**src/rtl/exec_unit_if.sv**
```systemverilog
// exec_unit_if -- instruction/result bundle of the execute stage.
//   master : decode side, drives the instruction fields and observes results.
//   slave  : exec_unit side.
//   Inputs : en, rs1, rs2, rd, ImmOp, RegWrite, ALUctrl, ALUsrc
//   Outputs: EQ, ALUout (combinational), wb_valid, wb_rd, wb_data, a0 (registered)
interface exec_unit_if #(
  parameter int DATA_WIDTH     = 32,
  parameter int REG_ADDR_WIDTH = 5
);
  logic                      en;
  logic [REG_ADDR_WIDTH-1:0] rs1;
  logic [REG_ADDR_WIDTH-1:0] rs2;
  logic [REG_ADDR_WIDTH-1:0] rd;
  logic [DATA_WIDTH-1:0]     ImmOp;
  logic                      RegWrite;
  logic [2:0]                ALUctrl;
  logic                      ALUsrc;
  logic                      EQ;
  logic [DATA_WIDTH-1:0]     ALUout;
  logic                      wb_valid;
  logic [REG_ADDR_WIDTH-1:0] wb_rd;
  logic [DATA_WIDTH-1:0]     wb_data;
  logic [DATA_WIDTH-1:0]     a0;

  modport master (
    output en, rs1, rs2, rd, ImmOp, RegWrite, ALUctrl, ALUsrc,
    input  EQ, ALUout, wb_valid, wb_rd, wb_data, a0
  );

  modport slave (
    input  en, rs1, rs2, rd, ImmOp, RegWrite, ALUctrl, ALUsrc,
    output EQ, ALUout, wb_valid, wb_rd, wb_data, a0
  );
endinterface

```
**src/rtl/exec_unit.sv**
```systemverilog
// exec_unit -- register file + ALU + one-stage write-back register.
//   clk  : rising-edge clock
//   rst  : synchronous active-high reset (register file, wb stage, a0)
//   bus  : exec_unit_if.slave
//     en/rs1/rs2/rd/ImmOp/RegWrite/ALUctrl/ALUsrc : instruction this cycle
//     EQ, ALUout                                  : same-cycle results
//     wb_valid/wb_rd/wb_data                      : result waiting to be written
//     a0                                          : registered copy of x10
// An ALU result is parked in the wb register for one cycle and lands in the
// register file at the following edge; reads in between are bypassed from it.
module exec_unit #(
  parameter int DATA_WIDTH     = 32,
  parameter int REG_ADDR_WIDTH = 5
) (
  input  logic        clk,
  input  logic        rst,
  exec_unit_if.slave  bus
);
  localparam int DW   = DATA_WIDTH;
  localparam int AW   = REG_ADDR_WIDTH;
  localparam int NREG = 2 ** AW;

  localparam logic [2:0] OP_ADD = 3'b000;
  localparam logic [2:0] OP_SUB = 3'b001;
  localparam logic [2:0] OP_AND = 3'b010;
  localparam logic [2:0] OP_OR  = 3'b011;
  localparam logic [2:0] OP_SLT = 3'b100;
  localparam logic [2:0] OP_SLL = 3'b101;
  localparam logic [2:0] OP_SRL = 3'b110;
  localparam logic [2:0] OP_XOR = 3'b111;

  localparam logic [AW-1:0] A0_IDX = AW'(10);

  logic [NREG-1:0][DW-1:0] rf_q;
  logic                    wb_valid_q, wb_valid_d;
  logic [AW-1:0]           wb_rd_q,    wb_rd_d;
  logic [DW-1:0]           wb_data_q,  wb_data_d;
  logic [DW-1:0]           a0_q;

  logic [DW-1:0] rs1_val, rs2_val;
  logic [DW-1:0] opa, opb, alu;
  logic [4:0]    shamt;
  logic          slt;

  // Read ports: x0 is hard zero, then the pending write-back wins over the
  // not-yet-updated register file entry.
  always_comb begin
    rs1_val = rf_q[bus.rs1];
    if (bus.rs1 == '0)
      rs1_val = '0;
    else if (wb_valid_q && (wb_rd_q == bus.rs1))
      rs1_val = wb_data_q;
  end

  always_comb begin
    rs2_val = rf_q[bus.rs2];
    if (bus.rs2 == '0)
      rs2_val = '0;
    else if (wb_valid_q && (wb_rd_q == bus.rs2))
      rs2_val = wb_data_q;
  end

  assign opa   = rs1_val;
  assign opb   = bus.ALUsrc ? bus.ImmOp : rs2_val;
  assign shamt = opb[4:0];
  assign slt   = $signed(opa) < $signed(opb);

  always_comb begin
    alu = '0;
    case (bus.ALUctrl)
      OP_ADD:  alu = opa + opb;
      OP_SUB:  alu = opa - opb;
      OP_AND:  alu = opa & opb;
      OP_OR:   alu = opa | opb;
      OP_SLT:  alu = {{(DW-1){1'b0}}, slt};
      OP_SLL:  alu = opa << shamt;
      OP_SRL:  alu = opa >> shamt;
      OP_XOR:  alu = opa ^ opb;
      default: alu = '0;
    endcase
  end

  // wb_rd/wb_data are captured every cycle; only wb_valid decides whether
  // the register file is touched, so x0 and idle cycles never write.
  assign wb_valid_d = bus.en & bus.RegWrite & (bus.rd != '0);
  assign wb_rd_d    = bus.rd;
  assign wb_data_d  = alu;

  // Reset takes priority over the pending write-back, which is dropped.
  always_ff @(posedge clk) begin
    if (rst) begin
      rf_q       <= '0;
      wb_valid_q <= 1'b0;
      wb_rd_q    <= '0;
      wb_data_q  <= '0;
      a0_q       <= '0;
    end else begin
      if (wb_valid_q) begin
        rf_q[wb_rd_q] <= wb_data_q;
        if (wb_rd_q == A0_IDX)
          a0_q <= wb_data_q;
      end
      wb_valid_q <= wb_valid_d;
      wb_rd_q    <= wb_rd_d;
      wb_data_q  <= wb_data_d;
    end
  end

  assign bus.EQ       = (rs1_val == rs2_val);
  assign bus.ALUout   = alu;
  assign bus.wb_valid = wb_valid_q;
  assign bus.wb_rd    = wb_rd_q;
  assign bus.wb_data  = wb_data_q;
  assign bus.a0       = a0_q;
endmodule

```
**src/flat_wrapper.sv**
```systemverilog
// flat-port wrapper written by rule: the top's interface ports become plain ports
module exec_unit_flat 
#(
  parameter int DATA_WIDTH     = 32,
  parameter int REG_ADDR_WIDTH = 5
)
  (clk, rst, bus_en, bus_rs1, bus_rs2, bus_rd, bus_ImmOp, bus_RegWrite, bus_ALUctrl, bus_ALUsrc, bus_EQ, bus_ALUout, bus_wb_valid, bus_wb_rd, bus_wb_data, bus_a0);
  exec_unit_if #(.DATA_WIDTH(DATA_WIDTH), .REG_ADDR_WIDTH(REG_ADDR_WIDTH)) bus_i ();
  input  logic clk;
  input  logic rst;
  input wire logic [$bits(bus_i.en)-1:0] bus_en;
  input wire logic [$bits(bus_i.rs1)-1:0] bus_rs1;
  input wire logic [$bits(bus_i.rs2)-1:0] bus_rs2;
  input wire logic [$bits(bus_i.rd)-1:0] bus_rd;
  input wire logic [$bits(bus_i.ImmOp)-1:0] bus_ImmOp;
  input wire logic [$bits(bus_i.RegWrite)-1:0] bus_RegWrite;
  input wire logic [$bits(bus_i.ALUctrl)-1:0] bus_ALUctrl;
  input wire logic [$bits(bus_i.ALUsrc)-1:0] bus_ALUsrc;
  output wire logic [$bits(bus_i.EQ)-1:0] bus_EQ;
  output wire logic [$bits(bus_i.ALUout)-1:0] bus_ALUout;
  output wire logic [$bits(bus_i.wb_valid)-1:0] bus_wb_valid;
  output wire logic [$bits(bus_i.wb_rd)-1:0] bus_wb_rd;
  output wire logic [$bits(bus_i.wb_data)-1:0] bus_wb_data;
  output wire logic [$bits(bus_i.a0)-1:0] bus_a0;
  assign bus_i.en = bus_en;
  assign bus_i.rs1 = bus_rs1;
  assign bus_i.rs2 = bus_rs2;
  assign bus_i.rd = bus_rd;
  assign bus_i.ImmOp = bus_ImmOp;
  assign bus_i.RegWrite = bus_RegWrite;
  assign bus_i.ALUctrl = bus_ALUctrl;
  assign bus_i.ALUsrc = bus_ALUsrc;
  assign bus_EQ = bus_i.EQ;
  assign bus_ALUout = bus_i.ALUout;
  assign bus_wb_valid = bus_i.wb_valid;
  assign bus_wb_rd = bus_i.wb_rd;
  assign bus_wb_data = bus_i.wb_data;
  assign bus_a0 = bus_i.a0;
  exec_unit #(.DATA_WIDTH(DATA_WIDTH), .REG_ADDR_WIDTH(REG_ADDR_WIDTH)) u_core (.clk(clk), .rst(rst), .bus(bus_i));
endmodule
```
**config.mk**
```make
export PLATFORM = sky130hd
export DESIGN_NAME = exec_unit_flat
export DESIGN_NICKNAME = d
export VERILOG_FILES = /design/src/rtl/exec_unit_if.sv /design/src/rtl/exec_unit.sv /design/src/flat_wrapper.sv
export SDC_FILE = /design/constraint.sdc
export NUM_CORES = 2
export LEC_CHECK = 0
export CELL_PAD_IN_SITES_DETAIL_PLACEMENT = 1
export CELL_PAD_IN_SITES_GLOBAL_PLACEMENT = 2
export CORE_ASPECT_RATIO = 0.6
export CORE_MARGIN = 2
export CORE_UTILIZATION = 36
export DETAILED_ROUTE_END_ITERATION = 6
export PLACE_DENSITY_LB_ADDON = 0.15
export SYNTH_ARGS = -nofsm -noshare
export SYNTH_HDL_FRONTEND = slang
export SYNTH_SLANG_ARGS = --single-unit
```
**constraint.sdc**
```tcl
create_clock -name clk -period 9.05 [get_ports clk]
set_input_delay 1.81 -clock clk [delete_from_list [all_inputs] [get_ports clk]]
set_output_delay 1.81 -clock clk [all_outputs]
set_load 0.02 [all_outputs]
```
==> flow_summary.json <==
{
  "status": "complete, but fails checks",
  "violations": "negative setup slack",
  "rsz0062_at_grt": "yes",
  "yosysUniqueCellTypes": 104,
  "ys_ff_latch": 1094,
  "critPathKind": "in -> out",
  "path_common_cell": "buf_4",
  "ys.warnings.count": 0,
  "netlist_area_um2": 63900,
  "setup_tns_ns": -0.0404,
  "cp-start-kind": "primary input",
  "die_x_um": 548,
  "grt_max_degree": 216,
  "worstHoldPathType": "reg -> reg",
  "place_ws_ns": -0.847,
  "instances_no_fill": 10411,
  "grt_use_total": 0.394,
  "cts_tree": "yes",
  "cap_violations": 0,
  "viasPerCell": 6.35,
  "cp-end-kind": "output port",
  "synth_flop_cell": "dfxtp_1",
  "hold_depth": 2,
  "placeableCoreArea_um2": 176000,
  "fmax_ghz": 0.110,
  "antenna_found_initial": 21,
  "dr.first_iter.drc_count": 9799,
  "final_nets": 8107,
  "leakage_nw": 28.0,
  "grt_pass1_wl_um": 505000,
  "clockBufferDepth": 3,
  "port_buffers": 157,
  "timing.critical_path.slowest_stage_cell": "clkdlybuf4s50_1",
  "synth_nets": 7594,
  "routedWlPerCell_um": 35.4,
  "ff2ff_path_depth": 28,
  "synth_edf_count": 0,
  "detail-route-antenna-nets": 0,
  "place_inst": 10142,
  "gp_congestion": 1.06,
  "cp.required_ns": 7.24,
  "worstSkewPairLatency_ns": 0.78,
  "path_clk_slew_ns": 0.08,
  "power_density_nw_per_um2": 162,
  "path_cells": "buf_8 -> buf_6 -> buf_6 -> nand2b_1 -> buf_4 -> buf_4 -> o22ai_1 -> buf_4 -> nor4_2 -> a211o_1 -> buf_4 -> inv_1 -> mux2i_1 -> mux2i_1 -> mux2i_2 -> a221oi_1 -> o21a_1 -> a22oi_1 -> clkdlybuf4s50_1",
  "vias": 66159,
  "num_rows": 119,
  "cts.sinks": 1094,
  "finalPower_mw": 12.9,
  "worst_slew_pin_slew_ns": 1.24,
  "die-area_um2": 181000,
  "synth_area_per_cell_um2": 8.59,
  "gr-total-overflow": 0,
  "root_buffer": "clkbuf_16",
  "max_slew_margin": 0.171,
  "fin_crit_ns": 9.09,
  "setup_ws_ns": -0.0388,
  "arrival_ns": 7.28,
  "ys_seq_area_frac": 0.343,
  "numCtsBuffers": 116,
  "syn_inst": 7440,
  "cp_max_fo": 21,
  "synth-async-reset-ratio": 0,
  "hold_viol": 0,
  "drtPass1Iterations": 6,
  "grt_pass1_vias": 63866,
  "die_y_um": 330,
  "hpwlAfterDp_um": 252000,
  "postRouteWirelength_um": 368000,
  "start_util": 0.363,
  "period_share": 1.00,
  "pin_count": 158,
  "vdd_drop_max_mv": 0.190,
  "critPathMaxStageDelay_ns": 0.65,
  "postCtsHoldBufs": 0,
  "drive_above_1_share": 0.257,
  "finish.utilization": 0.450,
  "h-tree-depth": 3,
  "worst_clock_skew_ns": 0.0485,
  "slew_violations": 0,
  "area_delta_synth_final_pct": 23.9,
  "setup_viol": 2,
  "drcViolationCount": 0
}
kinds of logic (layout without fill, tap and decap cells):
| logic type | Yosys count | count (layout) | share of synthesized area |
|---|---|---|---|
| xor gates and xnor gates | 51 | 51 | 0.00699 |
| DFF | 1094 | 1094 | 0.343 |
| and+or+nand+nor | 2782 | 2782 | 0.175 |
| muxes | 819 | 819 | 0.237 |
| other | 0 | 2 | 0 |
| AOI/OAI and AO/OA | 1752 | 1752 | 0.160 |
| adders and majority gates | 99 | 99 | 0.0196 |
| buffers and inverters | 843 | 1453 | 0.0589 |
layer usage:
metal	GRT usage	vias up	routed length, um
li1	-	27314	-
met1	0.581	34221	164000
met2	0.531	3951	144000
met3	0.133	661	47500
met4	0.129	12	12800
met5	0	-	72
flip-flops by register name, summed over array words and instances (netlist names):
signal	flops
u_core.bus.a0	32
u_core.bus.wb_data	32
u_core.rf_q	1024
u_core.bus.wb_valid	1
u_core.bus.wb_rd	5
critical path: cells and delay by family:
| kind | cells | cell delay, ns |
|---|---|---|
| AO/OA/AOI/OAI | 5 | 0.98 |
| buffers and inverters | 9 | 2.49 |
| AND/OR/NAND/NOR | 2 | 0.68 |
| multiplexers | 3 | 1.24 |
placed cells by master (no fill, tap or decap), drive strengths merged, types with 47 or more instances in the layout:
cell / instances
mux4: 549
mux2: 47
mux2i: 223
inv: 111
o22ai: 76
a21oi: 1171
a22oi: 53
dfxtp: 1094
clkbuf: 175
a211oi: 86
buf: 990
xnor2: 47
nand2: 2298
clkdlybuf4s50: 117
ha: 97
nor2: 195
o21ai: 98
power by group:
part / internal, mW / leakage, nW / switching [mW]
Sequential: 4.84 / 8.82 / 0.0852
Combinational: 0.891 / 17.1 / 1.55
Clock: 3.18 / 2.09 / 2.31
Total: 8.91 / 28.0 / 3.94
worst paths after layout:
path / startpoint / end / slack [ns]
worst min register to register: u_core.bus.a0[9] / u_core.bus.a0[9] / 0.46
worst max-delay path: bus_rs1[1] / bus_ALUout[6] / -0.04
worst min-delay path: u_core.bus.a0[9] / u_core.bus.a0[9] / 0.46
worst max register to register: u_core.bus.wb_rd[4] / u_core.bus.wb_data[31] / 2.81
cells in the mapped netlist, types with 47 or more instances:
library cell	n	share of area
a21oi_1	1170	0.092
nor2_1	194	0.011
dfxtp_1	1094	0.34
o22ai_1	76	0.0074
buf_4	50	0.0059
mux2i_1	223	0.035
ha_1	97	0.019
a211oi_1	85	0.010
a22oi_1	50	0.0059
inv_1	96	0.0056
nand2_1	2298	0.13
mux4_2	547	0.19
buf_2	58	0.0045
o21ai_0	86	0.0067
xnor2_1	47	0.0064
clkbuf_1	543	0.032
area by class of cell:
type,instances,area [um2]
fillers,20162,96700
multi-input cells,5503,39400
flip-flops and latches,1094,21900
repair buffers,1131,10200
clock buffers,161,3420
well taps,2359,2950
clock inverters,54,817
inverters,107,407
diodes,2,5.00
what timing repair did:
item / CTS / global route
buffers inserted: 16 / 25
pin swaps: 6 / 35
cloned: 4 / 8
setup endpoints to repair: 26 / 28
gates resized for setup: 102 / 148
through the flow:
stage          hold slack, ns  area, um2
2_1_floorplan           0.441      63900
3_3_place_gp            0.444      73300
3_5_place_dp            0.446      73300
4_1_cts                 0.456      78100
5_1_grt                 0.482      79200
6_report                0.457      79200
(Power assumes the default switching activity.)
